[src/rtl/crc_pkg.sv]
// Shared CRC definitions: FSM state encoding, supported width range and
// bit-reflection helpers used by the stream engine and its byte step.
package crc_pkg;

   typedef enum logic [1:0] {
      ST_IDLE = 2'd0,
      ST_RUN  = 2'd1,
      ST_DONE = 2'd2
   } crc_state_t;

   localparam int CRC_WIDTH_MIN = 8;
   localparam int CRC_WIDTH_MAX = 32;

   function automatic logic [7:0] reflect8(input logic [7:0] v);
      logic [7:0] r;
      for (int i = 0; i < 8; i++) r[i] = v[7-i];
      return r;
   endfunction

   // Reverses the low w bits of v; bits at and above w come back as zero.
   function automatic logic [CRC_WIDTH_MAX-1:0] bit_reverse(input logic [CRC_WIDTH_MAX-1:0] v,
                                                            input int w);
      logic [CRC_WIDTH_MAX-1:0] r;
      r = '0;
      for (int i = 0; i < CRC_WIDTH_MAX; i++)
         if (i < w) r[i] = v[w-1-i];
      return r;
   endfunction

endpackage

[src/rtl/crc_byte_step.sv]
// Combinational one-byte CRC update: eight serial shift/xor steps unrolled,
// MSB first, or LSB first when refin is set.
module crc_byte_step
   import crc_pkg::*;
#(
   parameter int CRC_WIDTH = 16
) (
   input  logic [CRC_WIDTH-1:0] crc,
   input  logic [CRC_WIDTH-1:0] poly,
   input  logic [7:0]           data,
   input  logic                 refin,
   output logic [CRC_WIDTH-1:0] crc_next
);

   logic [7:0]           d;
   logic [CRC_WIDTH-1:0] c;
   logic                 fb;

   always_comb begin
      d  = refin ? reflect8(data) : data;
      c  = crc;
      fb = 1'b0;
      for (int i = 7; i >= 0; i--) begin
         fb = c[CRC_WIDTH-1] ^ d[i];
         c  = {c[CRC_WIDTH-2:0], 1'b0} ^ (fb ? poly : '0);
      end
      crc_next = c;
   end

endmodule

[src/rtl/crc_stream_engine.sv]
// Streaming CRC engine: per-message configuration latched at start, one byte
// per cycle, registered result held under a valid/ready handshake.
module crc_stream_engine
   import crc_pkg::*;
#(
   parameter int CRC_WIDTH = 16,
   parameter int CNT_WIDTH = 16
) (
   input  logic                 clk_i,
   input  logic                 rst_n_i,
   input  logic                 start_i,
   input  logic                 clear_i,
   input  logic [CRC_WIDTH-1:0] poly_i,
   input  logic [CRC_WIDTH-1:0] init_i,
   input  logic [CRC_WIDTH-1:0] xorout_i,
   input  logic                 refin_i,
   input  logic                 refout_i,
   input  logic [7:0]           data_i,
   input  logic                 valid_i,
   input  logic                 last_i,
   output logic                 ready_o,
   output logic [CRC_WIDTH-1:0] crc_o,
   output logic                 crc_valid_o,
   input  logic                 crc_ready_i,
   output logic                 busy_o,
   output logic [CNT_WIDTH-1:0] byte_cnt_o
);

   crc_state_t           state_q, state_d;
   logic [CRC_WIDTH-1:0] poly_q, xorout_q, crc_q;
   logic                 refin_q, refout_q;
   logic [CRC_WIDTH-1:0] crc_step, crc_rev, crc_fin;
   logic                 accept;

   crc_byte_step #(.CRC_WIDTH(CRC_WIDTH)) u_step (
      .crc      (crc_q),
      .poly     (poly_q),
      .data     (data_i),
      .refin    (refin_q),
      .crc_next (crc_step)
   );

   always_ff @(posedge clk_i or negedge rst_n_i) begin
      if (!rst_n_i) state_q <= ST_IDLE;
      else          state_q <= state_d;
   end

   always_comb begin
      state_d     = state_q;
      ready_o     = 1'b0;
      crc_valid_o = 1'b0;
      busy_o      = 1'b1;
      accept      = 1'b0;
      case (state_q)
         ST_IDLE: begin
            busy_o = 1'b0;
            if (start_i) state_d = ST_RUN;
         end
         ST_RUN: begin
            ready_o = 1'b1;
            accept  = valid_i & ~clear_i;
            if (valid_i && last_i) state_d = ST_DONE;
         end
         ST_DONE: begin
            crc_valid_o = 1'b1;
            if (crc_ready_i) state_d = ST_IDLE;
         end
         default: state_d = ST_IDLE;
      endcase
      if (clear_i) state_d = ST_IDLE;
   end

   // Result is formed from the post-update CRC so it is ready on DONE entry.
   always_comb begin
      crc_rev = '0;
      for (int i = 0; i < CRC_WIDTH; i++) crc_rev[i] = crc_step[CRC_WIDTH-1-i];
      crc_fin = (refout_q ? crc_rev : crc_step) ^ xorout_q;
   end

   always_ff @(posedge clk_i or negedge rst_n_i) begin
      if (!rst_n_i) begin
         poly_q     <= '0;
         xorout_q   <= '0;
         refin_q    <= 1'b0;
         refout_q   <= 1'b0;
         crc_q      <= '0;
         crc_o      <= '0;
         byte_cnt_o <= '0;
      end else if (clear_i) begin
         crc_q <= '0;
      end else begin
         if (state_q == ST_IDLE && start_i) begin
            poly_q     <= poly_i;
            xorout_q   <= xorout_i;
            refin_q    <= refin_i;
            refout_q   <= refout_i;
            crc_q      <= init_i;
            byte_cnt_o <= '0;
         end
         if (accept) begin
            crc_q <= crc_step;
            if (byte_cnt_o != '1) byte_cnt_o <= byte_cnt_o + CNT_WIDTH'(1);
            if (last_i) crc_o <= crc_fin;
         end
      end
   end

endmodule

[config.mk]
export PLATFORM = sky130hd
export DESIGN_NAME = crc_stream_engine
export DESIGN_NICKNAME = d
export VERILOG_FILES = /design/src/rtl/crc_pkg.sv /design/src/rtl/crc_byte_step.sv /design/src/rtl/crc_stream_engine.sv
export SDC_FILE = /design/constraint.sdc
export NUM_CORES = 1
export LEC_CHECK = 0
export ABC_AREA = 1
export CAP_MARGIN = 20
export CORE_ASPECT_RATIO = 1.5
export CORE_MARGIN = 4
export CORE_UTILIZATION = 25
export DETAILED_ROUTE_END_ITERATION = 6
export SYNTH_ARGS = -nofsm -noshare
export SYNTH_HDL_FRONTEND = slang
export SYNTH_SLANG_ARGS = --single-unit
export TNS_END_PERCENT = 100
[constraint.sdc]
create_clock -name clk_i -period 3.7 [get_ports clk_i]
set_clock_uncertainty 0.1 [all_clocks]
set_input_delay 0.37 -clock clk_i [delete_from_list [all_inputs] [get_ports clk_i]]
set_output_delay 0.37 -clock clk_i [all_outputs]
set_load 0.05 [all_outputs]
==> metrics.cfg, run 1 <==
[outcome]
outcome=complete, no violations

[cells_and_area]
stdcell_area_um2=10000
final-instance-count-excl-fill=1613
final-seq-area_um2=2100
nFillCells=2782
layout-drive-gt1-share=0.235
syn_to_final_growth_pct=42.6
diodes=0
multi_input_area_um2=4740
fin_nets=1333

[floorplan]
die_w_um=145
die_area_um2=30900
rows=74
initial_core_util=0.255
die_h_um=213
placeableCoreArea_um2=27500
io_pins=100

[setup_path]
timing.rr.start=refin_q
start_kind=register
worstPathRequired_ns=3.83
rrSetupSlack_ns=0.008
rr_endpoint=crc_q[13]
path_class=register to register
cp-end-kind=register
cpMaxStageDelayCell=dfrtp_2
crit_fanout=7
critPathMaxStageDelay_ns=0.46
worstPathArrival_ns=3.82
cpMostUsedCell=nand2_4
r2r_cells=29

[yosys]
avgSynthCellArea_um2=6.32
synth_most_common_cell=nand2_1
yosys_warnings=0
synth_flop_cell=dfrtp_1
synth_seq_cells=84
synth_top_family_by_area=simple AND/OR/NAND/NOR gates
synth_area_leader_cell=dfrtp_1
syn_inst=1110
synth_edf_count=0
yosysUniqueCellTypes=36
synth_fa_ha_area_frac=0.00178
synth_compound_area_frac=0.0817
yosysSeqAreaShare=0.300
yosys.area_share.simple=0.420
postSynthNetCount=1176
synth_top_area_share=0.300
ys_async_sr_fraction=1.00
synthXorXnorAreaFrac=0.0749
synth_area_leaders=dfrtp_1 30%, nand2_1 20%, nand3_1 11%
netlist_top_cells_count=370 x nand2_1, 161 x nand3_1, 146 x inv_1
synth_mux_area_frac=0
syn_area_um2=7020

[clock_tree]
cts_buffers=9
cts.sink_count=84
path_clk_slew_ns=0.07
root_buffer=clkbuf_16
cts.htree.levels=3
cts_tree=done
worst_skew_pair.late_latency_ns=0.36
cts_max_path_buffers=2

[power]
power.switching_uw=5250
power_frac_seq=0.131
p_per_area_nw_per_um2=986
pwr-share-clk=0.090
power_frac_comb=0.780
sw_frac_of_total=0.532
ir_drop_uv=474
power.internal_uw=4610
p_leak_uw=0.00479

[sta]
fin_tns_setup_ns=0
fin_crit_ns=3.69
setup_viol=0
hold_viol_final=0
maxSlewHeadroom=0.494
grt_setup_unrepaired=true
setup_ws_ns=0.00842
fin_crit_sh=0.998
whs_ns=0.288
max_freq_mhz=271
drv_slew=0
worstMarginPinSlew_ns=0.759

[route]
vias=7559
route.detailed.drc=0
drtAntennaViolNets=0
viasPerCell=4.69
drtPass1Iterations=5
first_iter_violations=289
wirelength_um=23900
wl_per_cell_um=14.8

[global_route]
grt_remaining_overflow=0
grt_use_met1=0.175
grt-busiest-layer=met2
track_usage=0.152
grt_max_degree=79
grt_util_met2=0.275
antenna_found_initial=0
first_global_vias=7203
grt_use_met3=0.0184
grt_pass1_wl_um=36900

[placed_design]
dp_hpwl_um=18200
portBuffers=99
post-place-cells=1586
place_ws_ns=-0.456
gp_congestion=0.870
placed_area_um2=8850

[job]
maxCapViolCount=0

[hold_path]
hold_class=input port to asynchronous set/reset pin

-- worst max-delay path, delay by kind of cell (launching register included) --
| kind | cells | cell delay (ns) |
|---|---|---|
| AOI/OAI and AO/OA | 2 | 0.34 |
| buffers and inverters | 5 | 0.41 |
| DFF | 1 | 0.46 |
| and+or+nand+nor | 22 | 2.22 |
-- cells by family after synthesis --
group | Yosys count
flip-flops | 84
XOR/XNOR | 60
AND/OR/NAND/NOR | 652
buffers and inverters | 208
AO/OA/AOI/OAI | 105
adder cells (fa/ha/maj) | 1
-- power by group through the flow --
stage	logic (uW)	registers, uW	clock network, uW
floorplan	4030	1530	0
global placement	6180	1290	0
detailed placement	6260	1290	0
CTS	6380	1280	913
global route	8420	1310	937
finish	7690	1290	886
-- area by class of cell --
class                           instances  area share
Multi-Input combinational cell        820       0.474
Sequential cell                        84       0.210
Timing Repair Buffer                  193       0.185
Inverter                              159      0.0602
Tap cell                              342      0.0428
Clock buffer                           11      0.0253
Clock inverter                          4     0.00250
-- sequential cells by signal, indices dropped and copies added, names as in the netlist --
name and cells:
byte_cnt_o 16, crc_o 16, crc_q 16, poly_q 16, refin_q 1, refout_q 1
state_q 2, xorout_q 16
-- worst max-delay path by stage --
stage	from	endpoint	slack, ns	depth (start not counted)
final	refin_q	crc_q[13]	0.008	29
after global routing	refin_q	crc_o[4]	-0.23	31
after CTS	refin_q	crc_q[13]	0.001	31
after detailed placement	data_i[0]	crc_q[13]	-0.46	32
after global placement	data_i[0]	crc_q[13]	-0.39	32
after floorplan	refin_q	crc_o[12]	0.47	31
-- repair_timing --
action | 4_1_cts | 5_1_grt
gates resized for setup | 13 | 179
endpoints found under the setup margin | 29 | 32
buffers inserted | 1 | 6
endpoints found under the hold margin | 0 | 9
hold buffers | 0 | 1
gates cloned | 0 | 3
pin swaps | 2 | 63
-- layout by cell type (no fill, tap or decap), types with 4 or more instances in the layout --
cell type and n:
buf_6 16, a21oi_1 12, nor3_1 6, buf_4 72
o21ai_0 52, inv_1 136, nor2_2 8, dfrtp_1 83
nand3_1 119, xor2_1 32, clkbuf_16 10, nand2_1 308
o22ai_1 11, nand2_4 23, inv_2 19, xnor2_1 26
nand3_2 48, nand3_4 14, nand2_2 54, o211ai_1 9
clkdlybuf4s50_1 96, nor2_1 53, a21oi_2 4, nand4_1 7
nor2_4 8, buf_12 4, o21ai_1 10
-- per-stage QoR --
stage,util,power (uW)
floorplan,-,5560
global placement,0.322,7470
detailed placement,0.322,7550
CTS,0.334,8570
global route,0.364,10700
finish,0.364,9860
-- layer usage --
layer | share of wire | up-vias
met2 | 0.53 | 154
met5 | 0 | -
met3 | 0.031 | 45
li1 | - | 3807
met4 | 0.041 | 0
met1 | 0.40 | 3553
Note: power is estimated with default switching activity, not from simulation.
==> run 2: changes to the inputs <==
PLACE_DENSITY = 0.55   (was unset)
==> metrics.cfg, run 2 (synthesis gave the netlist of run 1 again) <==
[setup_path]
cpMostUsedCell=nand2_1
start_kind=input port
rrSetupSlack_ns=-0.03  ; -0.04 ns
path_delay_family=simple AND/OR/NAND/NOR gates
path_class=input port to register
worstPathRequired_ns=3.84  ; about the same
cp.buffers_inverters=6  ; +1
timing.rr.start=refin_q
critPathLaunch=data_i[0]
critPathMaxStageDelay_ns=0.49  ; +0.03 ns
cp-end-kind=register
cpMaxStageDelayCell=clkdlybuf4s50_1
rr_endpoint=crc_o[6]
crit_fanout=14  ; +7
worstPathArrival_ns=3.89  ; +0.07 ns
r2r_cells=33  ; +14%

[clock_tree]
path_clk_slew_ns=0.06  ; about the same
cts.htree.levels=3  ; unchanged
cts_tree=done
cts_buffers=9  ; unchanged
cts.sink_count=84  ; unchanged
root_buffer=clkbuf_16
hold_buffers=0  ; unchanged
worst_skew_pair.late_latency_ns=0.35  ; about the same
cts_max_path_buffers=2  ; unchanged

[cells_and_area]
final_common_cell=nand2_1
fin_nets=1323  ; -0.75%
layout-drive-gt1-share=0.200  ; -0.0348
most-common-layout-cells=321 x nand2_1, 141 x nand3_1, 139 x inv_1, 98 x clkdlybuf4s50_1, 83 x dfrtp_1
final-instance-count-excl-fill=1604  ; -0.56%
diodes=0  ; unchanged
syn_to_final_growth_pct=39.0
stdcell_area_um2=9760  ; -2.5%

[sta]
maxSlewHeadroom=0.483  ; -0.0108
worstMarginPinSlew_ns=0.776  ; +0.0162 ns
fin_crit_sh=1.01  ; +0.0150
drv_slew=0  ; unchanged
grt_setup_unrepaired=true
max_freq_mhz=267  ; -1.5%
setup_ws_ns=-0.0470  ; -0.0554 ns
fin_crit_ns=3.75  ; +0.0554 ns
hold_viol_final=13  ; +13
setup_viol=17  ; +17
whs_ns=-0.0403  ; -0.328 ns

[route]
drtPass1Iterations=5  ; unchanged
wl_per_cell_um=15.2  ; +2.4%
wl_met1_um=9680  ; +0.67%
dr_wl_met3_um=672  ; -9.2%
wl_met2_um=12900  ; +2.5%
routed.top_layer=met4
viasPerCell=4.68  ; about the same
drtAntennaViolNets=0  ; unchanged
wirelength_um=24400  ; +1.8%
route.detailed.drc=0  ; unchanged
first_iter_violations=336  ; +16%
vias=7513  ; -0.61%

[global_route]
grt_remaining_overflow=0  ; unchanged
grt_max_degree=79  ; unchanged
first_global_vias=7438  ; +3.3%
track_usage=0.159  ; +0.00707
antenna_found_initial=0  ; unchanged
grt_pass1_wl_um=38700  ; +5.0%

[outcome]
violations=hold timing, setup timing
outcome=finished with violations

[power]
p_per_area_nw_per_um2=981  ; -0.52%
ir_drop_uv=426  ; -10%
p_leak_uw=0.00470  ; -1.9%

[placed_design]
dp_hpwl_um=18700  ; +2.3%
placed_area_um2=8770  ; -0.88%
portBuffers=99  ; unchanged
post-place-cells=1574  ; -0.76%
gp_congestion=0.870  ; about the same

[hold_path]
hold_class=input port to asynchronous set/reset pin

[floorplan]
die_h_um=213  ; unchanged
die_w_um=145  ; unchanged
rows=74  ; unchanged
initial_core_util=0.255  ; unchanged
placeableCoreArea_um2=27500  ; unchanged
die_area_um2=30900  ; unchanged
io_pins=100  ; unchanged

[job]
maxCapViolCount=0  ; unchanged

[run 2: cell count changes in the layout (fill, tap and decap cells not counted), moves of 7 or more]
cell / delta
nand2_1: +13
nand3_1: +22
nand2_2: -7
nand2_4: -8
buf_6: -8
nand3_2: -19
[run 2: layout make-up]
class / instances / area, um2
Clock buffer: 13 / 270
Clock inverter: 3 / 43.8
Fill cell: 2839 / 17700
Inverter: 159 / 602
Multi-Input combinational cell: 818 / 4510
Sequential cell: 84 / 2100
Tap cell: 342 / 428
Timing Repair Buffer: 185 / 1800
[run 2: worst max path at each step]
stage | end | slack [ns] | cells after the start
4_1_cts | crc_o[2] | -0.02 | 31
6_report | crc_o[6] | -0.05 | 32
3_3_place_gp | crc_q[13] | -0.38 | 30
2_1_floorplan | crc_o[12] | 0.47 | 31
3_5_place_dp | crc_q[13] | -0.44 | 30
5_1_grt | crc_o[5] | -0.29 | 32
[run 2: through the flow]
step           hold slack (ns)  setup TNS, ns   util  total power [uW]  setup WS (ns)
6_report               -0.0403         -0.359  0.355              9570        -0.0470
4_1_cts                0.00632         -0.107  0.337              8740        -0.0197
3_3_place_gp             0.369          -8.64  0.319              7300         -0.380
3_5_place_dp             0.366         -10.86  0.319              7390         -0.444
2_1_floorplan          -0.0256              0      -              5560          0.468
5_1_grt                 0.0530          -7.17  0.355             10400         -0.287
[run 2: per-layer routing]
metal | global-route usage | vias to the layer above
met5 | 0 | -
met3 | 0.0186 | 56
li1 | - | 3788
met4 | 0.0747 | 0
met1 | 0.181 | 3515
met2 | 0.290 | 154
[run 2: power by group]
part | total (uW) | switching, uW | internal [uW]
Clock | 968 | 389 | 579
Sequential | 1280 | 175 | 1110
Combinational | 7320 | 4400 | 2910
[run 2: what timing repair did]
item / CTS / global route
endpoints found under the setup margin: 22 / 32
resized for setup: 24 / 113
cloned: 1 / 3
pin swaps: 7 / 55
setup buffers: 5 / 5
==> run 3: changes to the inputs <==
--- a/config.mk
+++ b/config.mk
@@ -7,3 +7,2 @@
 export LEC_CHECK = 0
-export ABC_AREA = 1
 export CAP_MARGIN = 20
@@ -13,3 +12,3 @@
 export DETAILED_ROUTE_END_ITERATION = 6
-export PLACE_DENSITY = 0.55
+export PLACE_DENSITY = 0.54
 export SYNTH_ARGS = -nofsm -noshare
--- a/constraint.sdc
+++ b/constraint.sdc
@@ -4,2 +4,2 @@
 set_output_delay 0.37 -clock clk_i [all_outputs]
-set_load 0.05 [all_outputs]
+set_load 0.02 [all_outputs]
==> metrics.cfg, run 3 <==
[floorplan]
placeableCoreArea_um2=30300  ; +10%
initial_core_util=0.253  ; -0.00231
io_pins=100  ; unchanged
rows=78  ; +5.4%
die_w_um=151  ; +4.2%
die_area_um2=33500  ; +8.6%
die_h_um=222  ; +4.2%

[sta]
drv_slew=0  ; unchanged
maxSlewHeadroom=0.400  ; -0.0825
fin_crit_sh=1.32  ; +0.303
setup_ws_ns=-1.17  ; -1.12 ns
setup_viol=32  ; +15
max_freq_mhz=205  ; -23%
fin_crit_ns=4.87  ; +1.12 ns
grt_setup_unrepaired=true
worstMarginPinSlew_ns=0.899  ; +0.124 ns
hold_viol_final=0  ; -13

[yosys]
synth_seq_cells=84  ; unchanged
postSynthNetCount=1055  ; -10%
netlist_top_cells_count=187 x nand2_1, 86 x o21ai_0, 84 x dfrtp_1
syn_area_um2=7650  ; +9.0%
ys_async_sr_fraction=1.00  ; unchanged
yosysUniqueCellTypes=85  ; +140%
avgSynthCellArea_um2=7.73  ; +22%
yosysSeqAreaShare=0.275  ; -0.0248
synth_top_area_share=0.275  ; -0.0248
synth_area_leaders=dfrtp_1 27%, nand2_1 9.2%, o21ai_0 5.6%
syn_inst=989  ; -11%
synth_area_leader_cell=dfrtp_1
yosys_warnings=0  ; unchanged
synth_most_common_cell=nand2_1
synth_flop_cell=dfrtp_1
synth_edf_count=0  ; unchanged

[clock_tree]
cts_max_path_buffers=2  ; unchanged
path_clk_slew_ns=0.06  ; about the same
cts_tree=done
cts.htree.levels=3  ; unchanged
root_buffer=clkbuf_16
cts.sink_count=84  ; unchanged
cts_buffers=9  ; unchanged
worst_skew_pair.late_latency_ns=0.36  ; about the same

[cells_and_area]
final_common_cell=buf_4
diodes=0  ; unchanged
fin_nets=1287  ; -2.7%
nFillCells=3118  ; +9.8%
syn_to_final_growth_pct=52.6
most-common-layout-cells=179 x buf_4, 172 x nand2_1, 98 x clkdlybuf4s50_1, 84 x dfrtp_1
layout-drive-gt1-share=0.278  ; +0.0779

[placed_design]
dp_hpwl_um=23600  ; +26%
place_ws_ns=-1.69  ; -1.25 ns
gp_congestion=0.936  ; +7.6%
portBuffers=99  ; unchanged

[setup_path]
r2r_cells=20  ; -39%
path_class=register to register
worstPathArrival_ns=5.06  ; +1.17 ns
rr_endpoint=crc_o[4]
rrSetupSlack_ns=-1.17  ; -1.14 ns
cpMaxStageDelayCell=or4_1
start_kind=register
critPathMaxStageDelay_ns=0.41  ; -0.08 ns
timing.rr.start=refin_q
worstPathRequired_ns=3.89  ; +0.05 ns
cp-end-kind=register
crit_fanout=5  ; -9
path_cells=buf_12, mux2i_4, mux2i_2, a211o_1, o21ai_4, or3_4, buf_4, nand4_1, a31oi_2, buf_4, o211ai_1, o41ai_4, o31a_1, o311ai_4, buf_6, buf_12, nand2_2, xnor3_2, or4_1, nand4_1

[route]
route.detailed.drc=0  ; unchanged
drtAntennaViolNets=0  ; unchanged
drtPass1Iterations=5  ; unchanged
wirelength_um=31100  ; +28%
first_iter_violations=549  ; +63%
vias=8533  ; +14%
wl_per_cell_um=19.1  ; +26%
viasPerCell=5.25  ; +12%

[outcome]
outcome=finished with violations
violations=setup timing

[job]
maxCapViolCount=0  ; unchanged

[hold_path]
min_from=crc_o[15]
min_to=crc_o[15]
hold_class=register to register
worstHoldPathCells=2

[global_route]
grt_max_degree=53  ; -33%
antenna_found_initial=0  ; unchanged
grt_pass1_wl_um=48200  ; +25%
first_global_vias=8551  ; +15%
grt_remaining_overflow=0  ; unchanged
track_usage=0.184  ; +0.0254

==> run 3: repair_timing <==
| action | CTS | global route |
|---|---|---|
| pin swaps | 30 | 33 |
| resized for setup | 105 | 47 |
| setup endpoints to repair | 32 | 32 |
| cloned | 2 | 2 |
| hold buffers | 1 | 0 |
| hold endpoints to repair | 17 | 0 |
| setup buffers | 28 | 17 |
==> run 3: critical path: cells and delay by family, from the launching register on <==
| kind | cells | cell delay (ns) |
|---|---|---|
| xor+xnor | 1 | 0.28 |
| compound gates | 7 | 1.58 |
| simple gates | 5 | 1.12 |
| flops | 1 | 0.38 |
| mux | 2 | 0.58 |
| buf+inv | 5 | 0.75 |
==> run 3: metrics by stage <==
step / area (um2) / util / hold slack [ns] / setup TNS, ns / instances
after detailed placement: 10200 / 0.336 / 0.366 / -47.67 / 1564
after global routing: 11700 / 0.386 / 0.428 / -39.36 / 1625
after CTS: 11300 / 0.373 / 0.395 / -30.98 / 1608
after global placement: 10200 / 0.336 / 0.369 / -47.39 / 1564
after floorplan: 7790 / - / -0.0256 / -18.52 / 989
final: 11700 / 0.386 / 0.391 / -33.34 / 1625
==> run 3: worst max-delay path by stage <==
stage / start / to / slack (ns) / cells after the start
2_1_floorplan: refin_q / crc_o[14] / -0.75 / 18
3_3_place_gp: data_i[6] / crc_o[0] / -1.66 / 19
3_5_place_dp: data_i[1] / crc_o[0] / -1.69 / 20
4_1_cts: refin_q / crc_o[7] / -1.09 / 21
5_1_grt: refin_q / crc_o[4] / -1.36 / 23
6_report: refin_q / crc_o[4] / -1.17 / 20
==> run 3: per-layer routing <==
| layer | track usage | routed length [um] | up-vias |
|---|---|---|---|
| li1 | - | - | 4085 |
| met1 | 0.204 | 11500 | 4114 |
| met2 | 0.338 | 16700 | 248 |
| met3 | 0.0151 | 1010 | 86 |
| met4 | 0.105 | 1860 | 0 |
| met5 | 0 | 0 | - |
==> run 3: final cells by class <==
class                      instances  area [um2]  share of cell area
sequential                        84        2100               0.180
multi-input combinational        804        5920               0.507
clock inverter                     4        73.8             0.00632
tap                              400         500              0.0429
clock buffer                      11         243              0.0208
timing repair buffer             310        2790               0.239
inverter                          12        45.0             0.00386
==> run 3: cells by family after synthesis <==
kind of cell    Yosys count  share of synthesized area
fa+ha+maj                 1                    0.00164
simple gates            421                      0.254
mux                      35                     0.0496
compound gates          281                      0.261
xor+xnor                 65                      0.103
flops                    84                      0.275
buf+inv                 102                     0.0559
Power of run 3 is not shown: default switching activity piles up to over one toggle a cycle in this logic, so the estimate is an artifact.
